<file path="config.mk">
export PLATFORM = sky130hd
export DESIGN_NAME = uart_echo_buffered
export DESIGN_NICKNAME = d
export VERILOG_FILES = /design/src/rtl/uart_echo_pkg.sv /design/src/rtl/sync_fifo.sv /design/src/rtl/uart_echo_buffered.sv
export SDC_FILE = /design/constraint.sdc
export NUM_CORES = 1
export LEC_CHECK = 0
export ABC_AREA = 1
export BUFFER_PORTS_ARGS = -buffer_cell sky130_fd_sc_hd__buf_2
export CORE_ASPECT_RATIO = 1.1
export CORE_UTILIZATION = 63
export DETAILED_ROUTE_END_ITERATION = 16
export GPL_TIMING_DRIVEN = 0
export PLACE_DENSITY_LB_ADDON = 0.05
export SYNTH_ARGS = -nofsm -noshare
export SYNTH_HDL_FRONTEND = slang
export SYNTH_HIERARCHICAL = 1
export SYNTH_SLANG_ARGS = --single-unit
</file>
<file path="constraint.sdc">
create_clock -name clk_i -period 3.3 [get_ports clk_i]
set_input_delay 0.66 -clock clk_i [delete_from_list [all_inputs] [get_ports clk_i]]
set_output_delay 0.66 -clock clk_i [all_outputs]
set_load 0.1 [all_outputs]
</file>
<file path="src/rtl/uart_echo_pkg.sv">
// Shared types and constants for the buffered UART echo (uart_echo_buffered).
package uart_echo_pkg;

  localparam int OversampleRate = 8;
  localparam int MidTick        = 4;

  typedef enum logic [2:0] {
    RX_IDLE,
    RX_START,
    RX_DATA,
    RX_PARITY,
    RX_STOP
  } rx_state_e;

  typedef enum logic [2:0] {
    TX_IDLE,
    TX_START,
    TX_DATA,
    TX_PARITY,
    TX_STOP
  } tx_state_e;

  // Unused upper bits must be zero; odd=1 selects odd parity.
  function automatic logic parity_bit(input logic [8:0] data, input logic odd);
    return odd ^ (^data);
  endfunction

endpackage

</file>
<file path="src/rtl/sync_fifo.sv">
// Single-clock FIFO with first-word fall-through read data and occupancy count.
module sync_fifo #(
  parameter int DataWidth = 8,
  parameter int Depth     = 16
) (
  input  logic                     clk_i,
  input  logic                     reset_i,
  input  logic                     push_i,
  input  logic                     pop_i,
  input  logic [DataWidth-1:0]     wdata_i,
  output logic [DataWidth-1:0]     rdata_o,
  output logic                     full_o,
  output logic                     empty_o,
  output logic [$clog2(Depth):0]   count_o
);

  localparam int AddrW = $clog2(Depth);

  logic [DataWidth-1:0] r_mem [Depth];
  logic [AddrW-1:0]     r_wr_ptr;
  logic [AddrW-1:0]     r_rd_ptr;
  logic [AddrW:0]       r_count;
  logic                 w_do_push;
  logic                 w_do_pop;

  assign empty_o   = (r_count == '0);
  assign full_o    = (r_count == (AddrW+1)'(Depth));
  assign w_do_pop  = pop_i && !empty_o;
  // A full FIFO still accepts a write when a read frees a slot in the same cycle.
  assign w_do_push = push_i && (!full_o || w_do_pop);
  assign rdata_o   = r_mem[r_rd_ptr];
  assign count_o   = r_count;

  always_ff @(posedge clk_i) begin
    if (w_do_push) r_mem[r_wr_ptr] <= wdata_i;
  end

  always_ff @(posedge clk_i or posedge reset_i) begin
    if (reset_i) begin
      r_wr_ptr <= '0;
      r_rd_ptr <= '0;
      r_count  <= '0;
    end else begin
      if (w_do_push) r_wr_ptr <= r_wr_ptr + AddrW'(1);
      if (w_do_pop)  r_rd_ptr <= r_rd_ptr + AddrW'(1);
      case ({w_do_push, w_do_pop})
        2'b10:   r_count <= r_count + (AddrW+1)'(1);
        2'b01:   r_count <= r_count - (AddrW+1)'(1);
        default: r_count <= r_count;
      endcase
    end
  end

endmodule

</file>
<file path="src/rtl/uart_echo_buffered.sv">
// UART loopback: received frames are queued in a FIFO and retransmitted unchanged.
// Define UART_ECHO_PARITY_EN to add a parity bit on both the RX and TX paths.
module uart_echo_buffered
  import uart_echo_pkg::*;
#(
  parameter int          DataWidth = 8,
  parameter logic [15:0] Prescale  = 16'd1,
  parameter int          Depth     = 16,
  parameter int          StopBits  = 1,
  parameter logic        ParityOdd = 1'b0
) (
  input  logic                    clk_i,
  input  logic                    reset_i,
  input  logic                    rx_data_i,
  output logic                    tx_data_o,
  input  logic                    tx_hold_i,
  input  logic                    clear_err_i,
  output logic [$clog2(Depth):0]  fifo_count_o,
  output logic                    overflow_o,
  output logic                    frame_err_o,
  output logic                    parity_err_o
);

`ifdef UART_ECHO_PARITY_EN
  localparam bit ParityEn = 1'b1;
`else
  localparam bit ParityEn = 1'b0;
`endif

  localparam logic [2:0] MidLast  = 3'(MidTick - 1);
  localparam logic [2:0] BitLast  = 3'(OversampleRate - 1);
  localparam logic [3:0] DataLast = 4'(DataWidth - 1);
  localparam logic [3:0] StopLast = 4'(StopBits - 1);

  // Shared oversample tick
  logic [15:0] r_presc;
  logic        w_tick;
  assign w_tick = (r_presc == Prescale - 16'd1);

  always_ff @(posedge clk_i or posedge reset_i) begin
    if (reset_i)     r_presc <= '0;
    else if (w_tick) r_presc <= '0;
    else             r_presc <= r_presc + 16'd1;
  end

  // RX path
  rx_state_e            r_rx_state, w_rx_next;
  logic [1:0]           r_rx_sync;
  logic                 r_rx_prev;
  logic [2:0]           r_rx_tcnt;
  logic [3:0]           r_rx_bidx;
  logic [DataWidth-1:0] r_rx_shift;
  logic                 r_rx_ferr, r_rx_perr, r_rx_done;
  logic                 w_rx, w_rx_sample, w_rx_last;

  assign w_rx        = r_rx_sync[1];
  assign w_rx_sample = w_tick &&
                       (r_rx_tcnt == ((r_rx_state == RX_START) ? MidLast : BitLast));

  always_comb begin
    w_rx_next = r_rx_state;
    w_rx_last = 1'b0;
    case (r_rx_state)
      RX_IDLE:   if (r_rx_prev && !w_rx) w_rx_next = RX_START;
      RX_START:  if (w_rx_sample) w_rx_next = w_rx ? RX_IDLE : RX_DATA;
      RX_DATA:   if (w_rx_sample && r_rx_bidx == DataLast)
                   w_rx_next = ParityEn ? RX_PARITY : RX_STOP;
      RX_PARITY: if (w_rx_sample) w_rx_next = RX_STOP;
      RX_STOP:   if (w_rx_sample && r_rx_bidx == StopLast) begin
                   w_rx_next = RX_IDLE;
                   w_rx_last = 1'b1;
                 end
      default:   w_rx_next = RX_IDLE;
    endcase
  end

  always_ff @(posedge clk_i or posedge reset_i) begin
    if (reset_i) r_rx_state <= RX_IDLE;
    else         r_rx_state <= w_rx_next;
  end

  always_ff @(posedge clk_i or posedge reset_i) begin
    if (reset_i) begin
      r_rx_sync  <= 2'b11;
      r_rx_prev  <= 1'b1;
      r_rx_tcnt  <= '0;
      r_rx_bidx  <= '0;
      r_rx_shift <= '0;
      r_rx_ferr  <= 1'b0;
      r_rx_perr  <= 1'b0;
      r_rx_done  <= 1'b0;
    end else begin
      r_rx_sync <= {r_rx_sync[0], rx_data_i};
      r_rx_prev <= w_rx;
      r_rx_done <= w_rx_last;
      if (r_rx_state == RX_IDLE || w_rx_sample) r_rx_tcnt <= '0;
      else if (w_tick)                          r_rx_tcnt <= r_rx_tcnt + 3'd1;
      if (w_rx_sample) begin
        case (r_rx_state)
          RX_START: begin
            r_rx_bidx <= '0;
            r_rx_ferr <= 1'b0;
            r_rx_perr <= 1'b0;
          end
          RX_DATA: begin
            r_rx_shift <= {w_rx, r_rx_shift[DataWidth-1:1]};
            r_rx_bidx  <= (r_rx_bidx == DataLast) ? 4'd0 : r_rx_bidx + 4'd1;
          end
          RX_PARITY: r_rx_perr <= (w_rx != parity_bit(9'(r_rx_shift), ParityOdd));
          RX_STOP: begin
            if (!w_rx) r_rx_ferr <= 1'b1;
            r_rx_bidx <= r_rx_bidx + 4'd1;
          end
          default: ;
        endcase
      end
    end
  end

  // FIFO and push decision, one cycle after the last stop-bit sample
  logic                 w_push, w_pop, w_full, w_empty;
  logic [DataWidth-1:0] w_rdata;

  assign w_push = r_rx_done && !r_rx_ferr && !r_rx_perr;

  sync_fifo #(
    .DataWidth (DataWidth),
    .Depth     (Depth)
  ) u_fifo (
    .clk_i   (clk_i),
    .reset_i (reset_i),
    .push_i  (w_push),
    .pop_i   (w_pop),
    .wdata_i (r_rx_shift),
    .rdata_o (w_rdata),
    .full_o  (w_full),
    .empty_o (w_empty),
    .count_o (fifo_count_o)
  );

  // Sticky flags: a new error in the same cycle as clear keeps the flag set.
  logic r_ovf, r_ferr_flag, r_perr_flag;

  always_ff @(posedge clk_i or posedge reset_i) begin
    if (reset_i) begin
      r_ovf       <= 1'b0;
      r_ferr_flag <= 1'b0;
      r_perr_flag <= 1'b0;
    end else begin
      r_ovf       <= (w_push && w_full && !w_pop) | (r_ovf & ~clear_err_i);
      r_ferr_flag <= (r_rx_done && r_rx_ferr) | (r_ferr_flag & ~clear_err_i);
      r_perr_flag <= (r_rx_done && r_rx_perr) | (r_perr_flag & ~clear_err_i);
    end
  end

  assign overflow_o   = r_ovf;
  assign frame_err_o  = r_ferr_flag;
  assign parity_err_o = r_perr_flag;

  // TX path; pops only on a tick so every bit lasts exactly Prescale*8 cycles.
  tx_state_e            r_tx_state, w_tx_next;
  logic [2:0]           r_tx_tcnt;
  logic [3:0]           r_tx_bidx;
  logic [DataWidth-1:0] r_tx_shift;
  logic                 r_tx_par;
  logic                 w_tx_bit_end, w_tx_out;

  assign w_tx_bit_end = w_tick && (r_tx_tcnt == BitLast);

  always_comb begin
    w_tx_next = r_tx_state;
    w_pop     = 1'b0;
    w_tx_out  = 1'b1;
    case (r_tx_state)
      TX_IDLE: if (w_tick && !w_empty && !tx_hold_i) begin
                 w_pop     = 1'b1;
                 w_tx_next = TX_START;
               end
      TX_START: begin
        w_tx_out = 1'b0;
        if (w_tx_bit_end) w_tx_next = TX_DATA;
      end
      TX_DATA: begin
        w_tx_out = r_tx_shift[0];
        if (w_tx_bit_end && r_tx_bidx == DataLast)
          w_tx_next = ParityEn ? TX_PARITY : TX_STOP;
      end
      TX_PARITY: begin
        w_tx_out = r_tx_par;
        if (w_tx_bit_end) w_tx_next = TX_STOP;
      end
      TX_STOP: if (w_tx_bit_end && r_tx_bidx == StopLast) w_tx_next = TX_IDLE;
      default: w_tx_next = TX_IDLE;
    endcase
  end

  always_ff @(posedge clk_i or posedge reset_i) begin
    if (reset_i) r_tx_state <= TX_IDLE;
    else         r_tx_state <= w_tx_next;
  end

  always_ff @(posedge clk_i or posedge reset_i) begin
    if (reset_i) begin
      r_tx_tcnt  <= '0;
      r_tx_bidx  <= '0;
      r_tx_shift <= '0;
      r_tx_par   <= 1'b0;
    end else begin
      if (r_tx_state == TX_IDLE || w_tx_bit_end) r_tx_tcnt <= '0;
      else if (w_tick)                           r_tx_tcnt <= r_tx_tcnt + 3'd1;
      if (w_pop) begin
        r_tx_shift <= w_rdata;
        r_tx_par   <= parity_bit(9'(w_rdata), ParityOdd);
        r_tx_bidx  <= '0;
      end else if (w_tx_bit_end) begin
        case (r_tx_state)
          TX_DATA: begin
            r_tx_shift <= r_tx_shift >> 1;
            r_tx_bidx  <= (r_tx_bidx == DataLast) ? 4'd0 : r_tx_bidx + 4'd1;
          end
          TX_STOP: r_tx_bidx <= r_tx_bidx + 4'd1;
          default: ;
        endcase
      end
    end
  end

  // Combinational from state so an asynchronous reset forces the line idle at once.
  assign tx_data_o = w_tx_out;

endmodule

</file>
Word level (Yosys, flattened, before mapping)
Memories as Yosys holds them, arrays and structs flattened.
Index checks and enable logic that the tools add are counted.

word-level totals
  bits in writable memories = 128
  output and inout bits = 9
  memories = 1
  register bits after elaboration = 75

cells by class
  reduce and logical (&&, ||, !) cells = 52
  bitwise operators = 7
  $add $sub $neg = 9
  mux-type cells = 39
  eq/ne operators = 27

memories
  name          depth  bits a word  rd ports  clocked after memory_dff  write ports  RTL line         source
  u_fifo.r_mem  16     8            1         0                         1            sync_fifo.sv:19  logic [DataWidth-1:0] r_mem [Depth];

operator list
  cell                                            count
  two-way mux 3 bit                               15
  case mux 3 bit (5 select lines)                 2
  two-way mux 8 bit                               3
  != test 2 bit (second input constant)           11
  parity 9 bit                                    2
  logical AND 1 bit                               17
  adder 16 x 1 -> 16 bit (second input constant)  1
  adder 4 x 1 -> 4 bit (second input constant)    4
  logical NOT 16 bit                              1
  two-way mux 16 bit                              1
  two-way mux 4 bit                               4
  nonzero test 2 bit                              7
  == test 3 x 2 -> 1 bit (second input constant)  4
  case mux 4 bit (3 select lines)                 1
  case mux 5 bit (2 select lines)                 1
  AND reduction 2 bit                             5
  AND reduction 5 bit                             2
  == test 3 bit (second input constant)           3
  == test 4 x 3 -> 1 bit (second input constant)  2
  logical NOT 4 bit                               2
  case mux 4 bit (2 select lines)                 1
  logical NOT 1 bit                               7
  two-way mux 1 bit                               7
  adder 3 x 1 -> 3 bit (second input constant)    2
  other kinds (19)                                29

Depth between registers and ports, before layout
  word-level depth = 11
  mapped depth = 20
  gate-level depth less buffers = 20

Cells and area by module
Netlist, hierarchy kept.

by module, submodules not included
  module              sequential area each (um^2)  instances  cells each  area an instance (um^2)
  sync_fifo           4169.0                       1          482         5947.0
  uart_echo_buffered  1555.2                       1          432         3457.1

Least setup slack after synthesis
No wires, ideal clock.

  kind = register to output
  start = register r_tx_state[2]
  end = output tx_data_o
  data arrival time = 2.722 ns
  data required time = 2.640 ns
  setup slack = -0.082 ns
  path buffers = 0
  cell stages (with the launch flop) = 5
  cells stage by stage = dfrtp_1 > inv_1 > nand2_1 > a21oi_1 > o21ai_0

between the ends
  longest elaborated chain between the ends = 2
  elaborated cells between the ends (all ways) = 4

ends and longest elaborated chain
  item                                                              RTL line                   source
  start: declaration                                                uart_echo_buffered.sv:161  tx_state_e r_tx_state, w_tx_next;
  start signal: assignment                                          uart_echo_buffered.sv:199  else r_tx_state <= w_tx_next;
  == test 3 x 2 -> 1 bit or == test 3 x 1 -> 1 bit (tied branches)  uart_echo_buffered.sv:174  case (r_tx_state)
  case mux 1 bit (3 select lines) *                                 uart_echo_buffered.sv:174
  end: declaration                                                  uart_echo_buffered.sv:15   output logic tx_data_o,

Every way passes the cells marked *; elsewhere a longest branch is shown, timed or not.

Worst setup path in the final report
  start = register r_presc[0]
  end = memory u_fifo.r_mem[13][2], enable pin

between the ends
  longest elaborated chain between the ends = 10

ends and longest elaborated chain
  item                                     RTL line                   source
  start: declaration                       uart_echo_buffered.sv:36   logic [15:0] r_presc;
  start signal: assignment                 uart_echo_buffered.sv:43   else r_presc <= r_presc + 16'd1;
  logical NOT 16 bit                       uart_echo_buffered.sv:38   assign w_tick = (r_presc == Prescale - 16'd1);
  logical AND 1 bit (2 in a row)           uart_echo_buffered.sv:175  TX_IDLE: if (w_tick && !w_empty && !tx_hold_i) begin
  two-way mux 1 bit                        uart_echo_buffered.sv:175
  two-way mux 1 bit                        uart_echo_buffered.sv:174
  via w_pop                                uart_echo_buffered.sv:121  logic w_push, w_pop, w_full, w_empty;
  logical AND 1 bit                        sync_fifo.sv:28            assign w_do_pop = pop_i && !empty_o;
  logical OR 1 bit                         sync_fifo.sv:30            assign w_do_push = push_i && (!full_o || w_do_pop);
  logical AND 1 bit                        sync_fifo.sv:30
  two-way mux 1 bit                        sync_fifo.sv:35            if (w_do_push) r_mem[r_wr_ptr] <= wdata_i;
  two-way mux 1 bit (implied by the code)  sync_fifo.sv:35
  end: declaration                         sync_fifo.sv:19

The timed path passes the listed nets, and every way through them passes these cells.

==> metrics.md <==
| Metric | Value |
|---|---|
| Outcome | finished clean |
| Worst hold path type | primary input to async pin |
| Worst Tran Pin Value | 0.908 ns |
| Setup TNS | 0 ns |
| Power per cell area | 846 mW/mm2 |
| Worst-path clk slew | roughly 0.060 ns |
| Synth top area cells | edfxtp_1 41%, dfrtp_1 19%, nor2_1 5.8%, nand2_1 5.1%, o21ai_0 4.7% |
| GRT Util Overall | 0.284 |
| Worst Skew | 0.0130 ns |
| Num CTS Buffers | 21 |
| N_diodes | 0 |
| CP Capture Type | register |
| Largest net degree at the start of global routing | 38 |
| Reg2Reg Setup Slack | 0.20 ns |
| Vias | roughly 6700 |
| CP arrival | approximately 3.2 ns |
| RR Endpoint | u_fifo/r_mem[13][2] |
| Post-CTS Setup Inserts | 0 |
| Avg Vias per Cell | 5.75 |
| XOR/XNOR Fraction of Synth Area | 0.0289 |
| Adder-cell share of the synthesized area | 0.0247 |
| Tcrit/Tclk final | 0.939 |
| Crit-path max FO | 10 |
| Syn Area/Cell | 10.3 um2 |
| Nets | 974 |
| Pre-CTS setup slack | 0.169 ns |
| Setup Crit Path Kind | register to register |
| R2R Path Start | r_presc[0] |
| First-pass GRT wire length | 33500 um |
| Mapped Cells | 914 |
| GR Overflow Total | 0 |
| Area share of the largest cell type after synthesis | 0.409 |
| Largest area contributor in the netlist | edfxtp_1 |
| R2R cell count | 12 |
| Final min period | 3.10 ns |
| Worst Setup Start Kind | register |
| Root Driver | clkbuf_16 |
| CTS H-tree lvls | 1 |
| Ports | 14 |
| Register area share after synthesis | 0.609 |
| Synth warnings | 6 |
| PortBufs | 13 |
| #FFs+latches synth | 203 |
| Residual DRC | 0 |
| Leakage power | approximately 4.5 nW |
| Die Y | between 100 and 150 um |
| Global placement routability congestion | 0.925 |
| Placed Area | approximately 0.0097 mm2 |
| Vias in the first global route | 6447 |
| ANT nets after route | 0 |
| Ratio of cells with drive above 1 in the final layout | 0.121 |
| Cell area after layout | 0.0104 mm2 |
| Max-cap violation count | 0 |
| DP HPWL | around 15000 um |
| Core Rows | between 40 and 50 |
| Layout fillers | 1060 |
| Commonest non-fill, non-tap cell in the layout | nor2_1 |
| Post-CTS resize count | 0 |
| Post-synthesis mux area share | 0 |
| DRT Wirelength | roughly 21000 um |
| CTS sink cnt | 203 |
| Fin. Hold Viols | 0 |
| Synth unique cells | 44 |
| VDD IR max | around 830 uV |
| Max_slew headroom | 0.395 |
| Syn_nets | 937 |
| F_max | 323 MHz |
| Die width | 118 um |
| Final setup margin | 0.200 ns |
| Setup-failing EPs final | 0 |
| Unrepaired setup endpoints after global routing | no |
| Synth Area in Simple Gates | 0.184 |
| Die area | roughly 0.015 mm2 |
| Util after Layout | 0.719 |
| Commonest cells after routing, fill and taps aside | 141 x nor2_1, 128 x nand2_1, 128 x edfxtp_1 |
| DRT iter0 DRCs | just under 600 |
| Clk Latency, worst-skew pair | 0.50 ns |
| Pre-antenna DRT Iters | 5 |
| CTS Hold Buffers Added | 0 |
| Core area | 0.0145 mm2 |
| Initial Util | 0.648 |
| Routed WL per cell | 18.3 um |
| Layout Cells excl Fill | approximately 1200 |
| CTS tree | yes |
| Cells after DPL | 1120 |
| Post-Syn Area | 0.00940 mm2 |
| Max clock buf depth | 3 |
| Initial antenna violation count | 0 |
| Slew Limit Fails | 0 |
| Compound-gate portion of the synthesized area | 0.0965 |
| P&R area growth vs syn | 10.9% |
| Worst EP required | 3.42 ns |
| Combinational family with the most area after synthesis | simple AND/OR/NAND/NOR gates |
[cell families after synthesis]
group / count (synthesis)
AND/OR/NAND/NOR: 384
flip-flops: 203
AO/OA/AOI/OAI: 158
buffers and inverters: 120
XOR/XNOR: 31
adder cells (fa/ha/maj): 18
[where the power goes]
part / internal (mW) / switching, mW
logic: 1.12 / 2.25
clock network: 1.40 / 0.936
registers: 2.92 / 0.209
[critical path, stage by stage, from the launching register on]
cell and delay, ns:
dfrtp_1 0.40, inv_1 0.07, ha_1 0.22, nand2_1 0.11
nor2_4 0.15, nand2_4 0.12, clkinv_4 0.13, nand3_4 0.15
inv_2 0.25, o21ai_2 0.13, inv_2 0.17, nand2_1 0.21
nor2_1 0.61
[sequential cells by signal, indices dropped and copies added, names as in the netlist, 4 cells and up]
register,cells
r_tx_bidx,4
r_presc,16
r_rx_bidx,4
u_fifo/count_o,5
u_fifo/r_mem,128
u_fifo/r_rd_ptr,4
r_rx_shift,8
r_tx_shift,8
u_fifo/r_wr_ptr,4
[synth_stat cells (all sizes together)]
| cell | number |
|---|---|
| o211ai | 34 |
| a31oi | 1 |
| dfrtp | 72 |
| edfxtp | 128 |
| o31ai | 1 |
| and2 | 1 |
| ha | 17 |
| o22ai | 7 |
| nand3 | 52 |
| xor2 | 21 |
| nand3b | 4 |
| xnor2 | 10 |
| or2 | 3 |
| o21ai | 94 |
| o21bai | 1 |
| a21oi | 19 |
| clkbuf | 4 |
| nand2 | 136 |
| nor2 | 157 |
| fa | 1 |
| buf | 24 |
| nor3 | 16 |
| inv | 90 |
| dfstp | 3 |
| nor3b | 3 |
| clkinv | 2 |
| a211oi | 1 |
| nand4 | 12 |
[per-layer routing]
layer	track usage	wire (um)
met5	0	0
met4	0.139	988
met3	0.0354	1250
met2	0.509	10700
met1	0.345	8340
[per-stage QoR]
step / total power, mW / hold WS, ns
4_1_cts: 8.82 / 0.224
5_1_grt: 9.30 / 0.248
2_1_floorplan: 5.62 / 0.345
3_3_place_gp: 6.33 / 0.346
6_report: 8.83 / 0.221
3_5_place_dp: 6.48 / 0.347
[worst max path at each step]
stage                 startpoint                   to  depth (start not counted)  slack (ns)
2_1_floorplan  u_fifo/count_o[1]    u_fifo/count_o[4]                         17        0.18
3_3_place_gp          r_presc[0]   u_fifo/r_mem[9][4]                         12        0.21
3_5_place_dp          r_presc[0]   u_fifo/r_mem[9][4]                         12        0.17
4_1_cts               r_presc[0]   u_fifo/r_mem[9][4]                         12        0.16
5_1_grt               r_presc[0]  u_fifo/r_mem[13][5]                         12        0.01
6_report              r_presc[0]  u_fifo/r_mem[13][2]                         12        0.20
[final cells by class]
cell class,instances,area [um2],area share
clock inverter,4,52.6,0.00504
buffer,28,184,0.0176
clock buffer,34,638,0.0612
timing repair buffer,14,85.1,0.00816
multi-input combinational,591,3150,0.302
inverter,92,353,0.0338
tap,192,240,0.0230
sequential,203,5720,0.549
Power figures use the tool's default switching activity.
